[src/rtl/fifo_burst_writer_if.sv]
// ---------------------------------------------------------------------------
// fifo_burst_writer_if
// Bundles the two buses of the FIFO drain engine:
//   - FIFO read side : fifo_empty, fifo_half, fifo_read_data (into the engine),
//                      fifo_read, fifo_flush (out of the engine)
//   - Avalon-MM write: av_address, av_write, av_writedata, av_burstcount
//                      (out of the engine), av_waitrequest (into the engine)
// master modport = the burst writer, slave modport = FIFO + Avalon slave side.
// ---------------------------------------------------------------------------
interface fifo_burst_writer_if #(
    parameter int ADDR_WIDTH = 32,
    parameter int DATA_WIDTH = 32,
    parameter int BURST_LEN  = 8
) ();
    localparam int BC_WIDTH = $clog2(BURST_LEN) + 1;

    logic                  fifo_empty;
    logic                  fifo_half;
    logic                  fifo_read;
    logic [DATA_WIDTH-1:0] fifo_read_data;
    logic                  fifo_flush;

    logic [ADDR_WIDTH-1:0] av_address;
    logic                  av_write;
    logic [DATA_WIDTH-1:0] av_writedata;
    logic [BC_WIDTH-1:0]   av_burstcount;
    logic                  av_waitrequest;

    modport master (
        input  fifo_empty, fifo_half, fifo_read_data, av_waitrequest,
        output fifo_read, fifo_flush, av_address, av_write, av_writedata, av_burstcount
    );

    modport slave (
        output fifo_empty, fifo_half, fifo_read_data, av_waitrequest,
        input  fifo_read, fifo_flush, av_address, av_write, av_writedata, av_burstcount
    );
endinterface

[src/rtl/fifo_burst_writer.sv]
// ---------------------------------------------------------------------------
// fifo_burst_writer
// Drains the camera pixel FIFO into frame memory. Whenever the FIFO holds at
// least half its depth (BURST_LEN words) it pops exactly BURST_LEN words from
// the show-ahead read port and issues them as one Avalon-MM write burst.
// Burst addresses increment from the frame base and wrap back to it after
// FRAME_WORDS words, at which point frame_done pulses and the engine waits
// for the next frame_start.
//
// Ports:
//   clk          clock
//   rest         synchronous reset, active-high
//   enable       1 = run, 0 = stop after the current burst
//   base_addr    frame base byte address, loaded on frame_start
//   frame_start  one-cycle frame start pulse (re-syncs address and flushes FIFO)
//   frame_done   one-cycle pulse the cycle after the last beat of a frame
//   busy         1 whenever the engine is not idle
//   underflow    sticky: a beat completed while the FIFO reported empty
//   bus          FIFO read port + Avalon-MM write master (master modport)
// ---------------------------------------------------------------------------
module fifo_burst_writer #(
    parameter int ADDR_WIDTH  = 32,
    parameter int DATA_WIDTH  = 32,
    parameter int BURST_LEN   = 8,
    parameter int FRAME_WORDS = 153600
) (
    input  logic                  clk,
    input  logic                  rest,
    input  logic                  enable,
    input  logic [ADDR_WIDTH-1:0] base_addr,
    input  logic                  frame_start,
    output logic                  frame_done,
    output logic                  busy,
    output logic                  underflow,
    fifo_burst_writer_if.master   bus
);

    localparam int BEAT_W = $clog2(BURST_LEN);
    localparam int WORD_W = $clog2(FRAME_WORDS + 1);
    localparam int BC_W   = $clog2(BURST_LEN) + 1;

    localparam logic [BEAT_W-1:0]     BEAT_LAST = BEAT_W'(BURST_LEN - 1);
    localparam logic [BEAT_W-1:0]     BEAT_ONE  = BEAT_W'(1);
    localparam logic [WORD_W-1:0]     WORD_STEP = WORD_W'(BURST_LEN);
    localparam logic [WORD_W-1:0]     WORD_LAST = WORD_W'(FRAME_WORDS);
    // One burst covers BURST_LEN words of DATA_WIDTH/8 bytes each.
    localparam logic [ADDR_WIDTH-1:0] ADDR_STEP = ADDR_WIDTH'(BURST_LEN * (DATA_WIDTH / 8));
    localparam logic [BC_W-1:0]       BURST_CNT = BC_W'(BURST_LEN);

    typedef enum logic [1:0] {
        ST_IDLE  = 2'd0,
        ST_ARM   = 2'd1,
        ST_WAIT  = 2'd2,
        ST_BURST = 2'd3
    } state_t;

    state_t                  state_r;
    state_t                  state_s;
    logic [ADDR_WIDTH-1:0]   addr_r;
    logic [ADDR_WIDTH-1:0]   addr_s;
    logic [WORD_W-1:0]       word_cnt_r;
    logic [WORD_W-1:0]       word_cnt_s;
    logic [BEAT_W-1:0]       beat_cnt_r;
    logic [BEAT_W-1:0]       beat_cnt_s;
    logic                    underflow_r;
    logic                    underflow_s;
    logic                    frame_done_r;
    logic                    frame_done_s;
    logic                    flush_s;
    logic                    beat_s;
    logic                    in_burst_s;

    // Next-state, counter and strobe logic of the drain FSM
    always_comb begin
        state_s      = state_r;
        addr_s       = addr_r;
        word_cnt_s   = word_cnt_r;
        beat_cnt_s   = beat_cnt_r;
        underflow_s  = underflow_r;
        frame_done_s = 1'b0;
        flush_s      = 1'b0;
        beat_s       = 1'b0;

        case (state_r)
            ST_IDLE: begin
                if (enable) begin
                    state_s = ST_ARM;
                end else begin
                    state_s = ST_IDLE;
                end
            end

            ST_ARM: begin
                // A frame start wins over a simultaneous disable so a
                // frame boundary is never lost.
                if (frame_start) begin
                    addr_s     = base_addr;
                    word_cnt_s = '0;
                    flush_s    = 1'b1;
                    state_s    = ST_WAIT;
                end else if (!enable) begin
                    state_s = ST_IDLE;
                end else begin
                    state_s = ST_ARM;
                end
            end

            ST_WAIT: begin
                if (frame_start) begin
                    addr_s     = base_addr;
                    word_cnt_s = '0;
                    flush_s    = 1'b1;
                    state_s    = ST_WAIT;
                end else if (!enable) begin
                    state_s = ST_IDLE;
                end else if (bus.fifo_half) begin
                    beat_cnt_s = '0;
                    state_s    = ST_BURST;
                end else begin
                    state_s = ST_WAIT;
                end
            end

            ST_BURST: begin
                // frame_start is deliberately ignored here: a burst is never
                // aborted once the slave has seen its first beat request.
                beat_s = !bus.av_waitrequest;
                if (beat_s) begin
                    if (bus.fifo_empty) begin
                        underflow_s = 1'b1;
                    end else begin
                        underflow_s = underflow_r;
                    end

                    if (beat_cnt_r == BEAT_LAST) begin
                        beat_cnt_s = '0;
                        if ((word_cnt_r + WORD_STEP) == WORD_LAST) begin
                            frame_done_s = 1'b1;
                            addr_s       = base_addr;
                            word_cnt_s   = '0;
                            state_s      = ST_ARM;
                        end else begin
                            word_cnt_s = word_cnt_r + WORD_STEP;
                            addr_s     = addr_r + ADDR_STEP;
                            if (!enable) begin
                                state_s = ST_IDLE;
                            end else begin
                                state_s = ST_WAIT;
                            end
                        end
                    end else begin
                        beat_cnt_s = beat_cnt_r + BEAT_ONE;
                        state_s    = ST_BURST;
                    end
                end else begin
                    beat_cnt_s = beat_cnt_r;
                    state_s    = ST_BURST;
                end
            end

            default: begin
                state_s = ST_IDLE;
            end
        endcase
    end

    // State and datapath registers with synchronous reset
    always_ff @(posedge clk) begin
        if (rest) begin
            state_r      <= ST_IDLE;
            addr_r       <= '0;
            word_cnt_r   <= '0;
            beat_cnt_r   <= '0;
            underflow_r  <= 1'b0;
            frame_done_r <= 1'b0;
        end else begin
            state_r      <= state_s;
            addr_r       <= addr_s;
            word_cnt_r   <= word_cnt_s;
            beat_cnt_r   <= beat_cnt_s;
            underflow_r  <= underflow_s;
            frame_done_r <= frame_done_s;
        end
    end

    assign in_burst_s = (state_r == ST_BURST);

    // Bus outputs are forced to zero outside a burst; write data follows the
    // show-ahead FIFO head combinationally so each pop lines up with its beat.
    assign bus.av_write      = in_burst_s;
    assign bus.av_address    = in_burst_s ? addr_r : '0;
    assign bus.av_burstcount = in_burst_s ? BURST_CNT : '0;
    assign bus.av_writedata  = in_burst_s ? bus.fifo_read_data : '0;
    assign bus.fifo_read     = beat_s;
    assign bus.fifo_flush    = flush_s;

    assign busy       = (state_r != ST_IDLE);
    assign frame_done = frame_done_r;
    assign underflow  = underflow_r;

endmodule

[src/flat_wrapper.sv]
// flat-port wrapper written by rule: the top's interface ports become plain ports
module fifo_burst_writer_flat 
#(
    parameter int ADDR_WIDTH  = 32,
    parameter int DATA_WIDTH  = 32,
    parameter int BURST_LEN   = 8,
    parameter int FRAME_WORDS = 153600
)
  (clk, rest, enable, base_addr, frame_start, frame_done, busy, underflow, bus_fifo_empty, bus_fifo_half, bus_fifo_read_data, bus_av_waitrequest, bus_fifo_read, bus_fifo_flush, bus_av_address, bus_av_write, bus_av_writedata, bus_av_burstcount);
  fifo_burst_writer_if #(.ADDR_WIDTH(ADDR_WIDTH), .DATA_WIDTH(DATA_WIDTH), .BURST_LEN(BURST_LEN)) bus_i ();
  input  logic clk;
  input  logic rest;
  input  logic enable;
  input  logic [ADDR_WIDTH-1:0] base_addr;
  input  logic frame_start;
  output logic frame_done;
  output logic busy;
  output logic underflow;
  input wire logic [$bits(bus_i.fifo_empty)-1:0] bus_fifo_empty;
  input wire logic [$bits(bus_i.fifo_half)-1:0] bus_fifo_half;
  input wire logic [$bits(bus_i.fifo_read_data)-1:0] bus_fifo_read_data;
  input wire logic [$bits(bus_i.av_waitrequest)-1:0] bus_av_waitrequest;
  output wire logic [$bits(bus_i.fifo_read)-1:0] bus_fifo_read;
  output wire logic [$bits(bus_i.fifo_flush)-1:0] bus_fifo_flush;
  output wire logic [$bits(bus_i.av_address)-1:0] bus_av_address;
  output wire logic [$bits(bus_i.av_write)-1:0] bus_av_write;
  output wire logic [$bits(bus_i.av_writedata)-1:0] bus_av_writedata;
  output wire logic [$bits(bus_i.av_burstcount)-1:0] bus_av_burstcount;
  assign bus_i.fifo_empty = bus_fifo_empty;
  assign bus_i.fifo_half = bus_fifo_half;
  assign bus_i.fifo_read_data = bus_fifo_read_data;
  assign bus_i.av_waitrequest = bus_av_waitrequest;
  assign bus_fifo_read = bus_i.fifo_read;
  assign bus_fifo_flush = bus_i.fifo_flush;
  assign bus_av_address = bus_i.av_address;
  assign bus_av_write = bus_i.av_write;
  assign bus_av_writedata = bus_i.av_writedata;
  assign bus_av_burstcount = bus_i.av_burstcount;
  fifo_burst_writer #(.ADDR_WIDTH(ADDR_WIDTH), .DATA_WIDTH(DATA_WIDTH), .BURST_LEN(BURST_LEN), .FRAME_WORDS(FRAME_WORDS)) u_core (.clk(clk), .rest(rest), .enable(enable), .base_addr(base_addr), .frame_start(frame_start), .frame_done(frame_done), .busy(busy), .underflow(underflow), .bus(bus_i));
endmodule
[config.mk]
export PLATFORM = sky130hd
export DESIGN_NAME = fifo_burst_writer_flat
export DESIGN_NICKNAME = d
export VERILOG_FILES = /design/src/rtl/fifo_burst_writer_if.sv /design/src/rtl/fifo_burst_writer.sv /design/src/flat_wrapper.sv
export SDC_FILE = /design/constraint.sdc
export NUM_CORES = 1
export LEC_CHECK = 0
export CORE_MARGIN = 8
export CORE_UTILIZATION = 45
export DETAILED_ROUTE_END_ITERATION = 6
export PLACE_DENSITY_LB_ADDON = 0.05
export SYNTH_ARGS = -nofsm -noshare
export SYNTH_HDL_FRONTEND = slang
export SYNTH_SLANG_ARGS = --single-unit
export TNS_END_PERCENT = 20
[constraint.sdc]
create_clock -name clk -period 3.6 [get_ports clk]
set_clock_uncertainty 0.15 [all_clocks]
set_input_delay 0.72 -clock clk [delete_from_list [all_inputs] [get_ports clk]]
set_output_delay 0.72 -clock clk [all_outputs]
set_load 0.1 [all_outputs]
=== Word-level counts from Yosys, hierarchy flattened ===
Index checks and enable logic that the tools add are counted.

* Add/sub/neg operators: 3
* Equal/unequal tests: 11
* Muxes and demuxes: 33
* Bitwise gates (word level): 3
* Reduce and logical (&&, ||, !) cells: 10

{| class="wikitable"
|+ Operators by type and width
! operator !! number
|-
| $mux 32 || 6
|-
| $mux 18 || 4
|-
| $pmux 32 s2 || 1
|-
| $pmux 18 s2 || 1
|-
| $add 32x6->32 const B || 1
|-
| $add 18x4->18 const B || 1
|-
| $eq 18x18->1 const B || 1
|-
| $mux 3 || 5
|-
| $mux 2 || 7
|-
| $ne 2x2->1 const B || 5
|-
| $pmux 2 s4 || 1
|-
| $mux 1 || 6
|-
| $pmux 3 s2 || 1
|-
| $reduce_bool 2->1 || 3
|-
| $reduce_and 5->1 || 1
|-
| $eq 2x2->1 const B || 2
|-
| $mux 4 || 1
|-
| $reduce_and 4->1 || 1
|-
| $reduce_or 4->1 || 1
|-
| $add 3x1->3 const B || 1
|-
| $eq 3x3->1 const B || 1
|-
| $not 1->1 || 3
|-
| $reduce_and 3->1 || 1
|-
| $eq 2x1->1 const B || 1
|-
| 4 further kinds || 4
|}

* Flip-flop bits (word level): 57
* Input bits: 71
* Output and inout bits: 74
* Word-level logic and storage cells: 66

=== Logic depth before layout (Yosys ltp) ===
* Depth after elaboration: 6
* Gate-level depth with buffers: 12
* Gate-level depth less buffers: 9

=== Worst setup path before layout ===
Ideal clock, no wire load.

* Path kind: reg2out
* From: register u_core.state_r[0]
* To: output bus_av_address[13]
* Arrival time: 3.368 ns
* Required time: 2.730 ns
* Setup slack: -0.638 ns
* Cell stages (with the launch flop): 7
* Path buffers: 3
* Path through: dfxtp_1 -> ha_1 -> clkbuf_1 -> inv_1 -> clkbuf_1 -> buf_1 -> nor2_1

* Word-level cells in the longest chain between the ends: 2

{| class="wikitable"
|+ Ends and longest elaborated chain
! element !! RTL line !! source
|-
| start: declaration || fifo_burst_writer.sv:57 || <nowiki>state_t state_r;</nowiki>
|-
| start signal: assignment || fifo_burst_writer.sv:177 || <nowiki>state_r <= state_s;</nowiki>
|-
| $eq 2x2->1 || fifo_burst_writer.sv:186 || <nowiki>assign in_burst_s = (state_r == ST_BURST);</nowiki>
|-
| via bus_av_write || flat_wrapper.sv:26 || <nowiki>output wire logic [$bits(bus_i.av_write)-1:0] bus_av_write;</nowiki>
|-
| $mux 32 || fifo_burst_writer.sv:191 || <nowiki>assign bus.av_address = in_burst_s ? addr_r : '0;</nowiki>
|-
| end: declaration || flat_wrapper.sv:25 || <nowiki>output wire logic [$bits(bus_i.av_address)-1:0] bus_av_address;</nowiki>
|}

The timed path passes the listed nets, and every way through them passes these cells.

=== Worst setup path in the final report ===
* From: register u_core.state_r[0]
* To: output bus_fifo_read

* Word-level cells in the longest chain between the ends: 2

{| class="wikitable"
|+ Ends and longest elaborated chain
! element !! RTL line !! source
|-
| $eq 2x2->1 || fifo_burst_writer.sv:84 || <nowiki>case (state_r)</nowiki>
|-
| $mux 1 || fifo_burst_writer.sv:84 ||
|-
| end: declaration || flat_wrapper.sv:23 || <nowiki>output wire logic [$bits(bus_i.fifo_read)-1:0] bus_fifo_read;</nowiki>
|}

No other way between the ends.

==> impl_metrics.yaml <==
yosys:
  synth_warnings: 0
  ys_seq_area_frac: 0.271
  synth-seq-cells: 54
  synth_top_family_by_area: "simple AND/OR/NAND/NOR gates"
  synth_fa_ha_area_frac: 0.0282
  synth-compound-area-share: 0.213
  synth_xor_area_frac: 0.0132
  synth_edf_count: 0
  syn_area_mm2: 0.00399
  synthCells: 507
  synthFlopType: "dfxtp_1"
  syn_avg_cell_area_um2: 7.86
  ys_async_sr_fraction: 0
  synth.distinct_cells: 63
  synth_mux_area_frac: 0.0653
  synth-simple-area-share: 0.328
hold_path:
  worstHoldStart: "u_core.addr_r[4]$_SDFFE_PP0P_"
  hold_depth: 2
  whs_endpoint: "u_core.addr_r[4]$_SDFFE_PP0P_"
  hold_class: "reg2reg"
layout:
  final_layout_size_suffix_gt1_frac: 0.207
  nets: 713
  design_area_mm2: 0.00555
  layout_common_cells: "buf_4, clkdlybuf4s50_1, and2_1"
  fin_util: 0.640
  layout_commonest_cell: "buf_4"
  num_antenna_cells: 0
  areaGrowthSynthToFinish_pct: 39.3
worst_setup_path:
  arrival_ns: 2.41
  crit_type: "reg2out"
  cp-end-kind: "output pin"
  critPathRequiredTime_ns: 2.73
  critical_path_buf_inv_count: 3
  path_max_fanout: 45
  r2r-end: "u_core.addr_r[18]$_SDFFE_PP0P_"
  critical_path.top_delay_family: "buffers and inverters"
  cp_slowest_stage_delay_ns: 0.63
  r2r-start: "u_core.word_cnt_r[4]$_SDFFE_PP0P_"
  r2r_slack_ns: 0.52
  cp_slowest_cell: "ha_2"
  crit_path_cell_trace: "ha_2 > inv_1 > buf_4 > nor2_2 > buf_12"
  cp-start-kind: "flop"
  rr_worst_depth: 9
clock_network:
  cts_max_path_buffers: 2
  cts_tree: "yes"
  clock-sinks: 54
  clock-root-buffer: "clkbuf_8"
  post-cts-setup-buffers: 0
  cts_max_level: 2
  numCtsBuffers: 5
  insertion_delay_ns: 0.30
  cts.repair.resized: 0
  clk_pin_slew_ns: 0.10
  postCtsHoldBufs: 0
flow_run:
  drv_cap: 0
global_routing:
  antenna_found_initial: 0
  grt-ovfl-total: 0
  grtUsageTotal: 0.208
  grt_pass1_vias: 4069
  grt_max_degree: 46
  grt_pass1_wl_um: 20600
pwr:
  p_int_mw: 0.918
  comb_power_share: 0.240
  switching_share: 0.317
  vdd_drop_max_mv: 0.171
  p_leak_nw: 2.15
  finalPower_mw: 1.34
  p_clk_frac: 0.258
  pwr-share-seq: 0.503
  power_density_mw_per_mm2: 242
  p_switching_mw: 0.425
routing:
  drt_iter0_markers: 200
  ant_nets: 0
  wl_per_cell_um: 17.5
  vias: 4163
  dr.pass1.iters: 4
  via_per_inst: 5.61
  drc: 0
  drt-total-wl_um: 13000
floorplan:
  die_x_um: 110
  coreArea_mm2: 0.00868
  die_y_um: 110
  dieArea_mm2: 0.0121
  start_util: 0.459
  rows: 34
  io_pins: 145
placement:
  place.detailed.hpwl_um: 9870
  place.port_buffers: 141
  placed_cell_area_mm2: 0.00547
  place.gp.congestion: 0.933
timing:
  rsz0062_at_grt: "no"
  final_hold_viol_count: 0
  min_period_ns: 3.28
  setup_viol: 0
  fin_crit_sh: 0.911
  final-max-slew-violation-count: 0
  timing.slew.headroom: 0.431
  max_freq_ghz: 0.305
  worst_pin_slew_ns: 0.847
  tns_ns: 0
run_status:
  status: "completed"
[stage by stage]
step,cells,setup slack [ns],hold slack (ns)
2_1_floorplan,509,-0.110,0.280
4_1_cts,742,0.288,0.317
6_report,742,0.319,0.312
3_5_place_dp,734,0.435,0.304
3_3_place_gp,734,0.526,0.287
5_1_grt,742,0.159,0.328
[worst max path at each step]
stage                                     end                          from  slack [ns]  cells after the start
2_1_floorplan              bus_av_address[12]  u_core.state_r[0]$_SDFF_PP0_       -0.11                      5
3_3_place_gp   u_core.addr_r[30]$_SDFFE_PP0P_            bus_av_waitrequest        0.53                      8
3_5_place_dp   u_core.addr_r[29]$_SDFFE_PP0P_            bus_av_waitrequest        0.43                      7
4_1_cts                         bus_fifo_read  u_core.state_r[0]$_SDFF_PP0_        0.29                      5
5_1_grt                         bus_fifo_read  u_core.state_r[0]$_SDFF_PP0_        0.16                      5
6_report                        bus_fifo_read  u_core.state_r[0]$_SDFF_PP0_        0.32                      5
[tightest hold or removal path, cell delays in order (launching register included)]
cell	delay [ns]
dfxtp_1	0.32
nand2_1	0.05
mux2i_1	0.06
[metal layers]
metal  track usage  vias up  share of wire
li1              -     2084              -
met2         0.380      114           0.52
met3        0.0250       15          0.048
met1         0.254     1950           0.41
met4        0.0485        0          0.016
met5             0        -              0
[final cells by class]
type                    count  area, um2
fillers                   790       3130
multi-input cells         393       2650
flip-flops and latches     54       1080
clock buffers               6       72.6
clock inverters             2       13.8
repair buffers            156       1520
inverters                  23       86.3
well taps                 108        135
[registers in the layout, indices dropped and copies added (netlist names)]
register and flops:
u_core.beat_cnt_r 3, u_core.frame_done 1, u_core.state_r 2, u_core.underflow 1
u_core.addr_r 32, u_core.word_cnt_r 15
[cells by family after synthesis]
| kind of cell | count (synthesis) |
|---|---|
| flip-flops | 54 |
| adder cells (fa/ha/maj) | 9 |
| other | 1 |
| XOR/XNOR | 6 |
| AND/OR/NAND/NOR | 240 |
| buffers and inverters | 62 |
| AO/OA/AOI/OAI | 109 |
| multiplexers | 26 |
[power groups by stage]
stage / registers (mW) / logic (mW) / clock network (mW)
detailed placement: 0.688 / 0.321 / 0
global route: 0.682 / 0.346 / 0.381
global placement: 0.685 / 0.314 / 0
floorplan: 0.676 / 0.198 / 0
CTS: 0.674 / 0.323 / 0.351
finish: 0.675 / 0.322 / 0.346
[Yosys cell counts, drive strengths merged (4+ instances only)]
| master | instances | area share |
|---|---|---|
| nand4 | 9 | 0.017 |
| mux2i | 26 | 0.065 |
| and4 | 5 | 0.012 |
| clkbuf | 22 | 0.021 |
| nand3 | 29 | 0.036 |
| nor3 | 13 | 0.022 |
| and2 | 55 | 0.086 |
| or3 | 4 | 0.0063 |
| a211oi | 6 | 0.011 |
| dfxtp | 54 | 0.27 |
| nor2 | 40 | 0.038 |
| xnor2 | 4 | 0.0088 |
| a21o | 6 | 0.011 |
| a41oi | 4 | 0.0088 |
| nand2 | 47 | 0.045 |
| o21ai | 27 | 0.037 |
| ha | 9 | 0.028 |
| and3 | 13 | 0.020 |
| buf | 17 | 0.037 |
| a21oi | 14 | 0.019 |
| a221oi | 17 | 0.056 |
| o22ai | 4 | 0.0063 |
| inv | 23 | 0.022 |
| a31oi | 5 | 0.0078 |
| nor4 | 9 | 0.016 |
No activity file was read; power rests on OpenSTA's default activity.
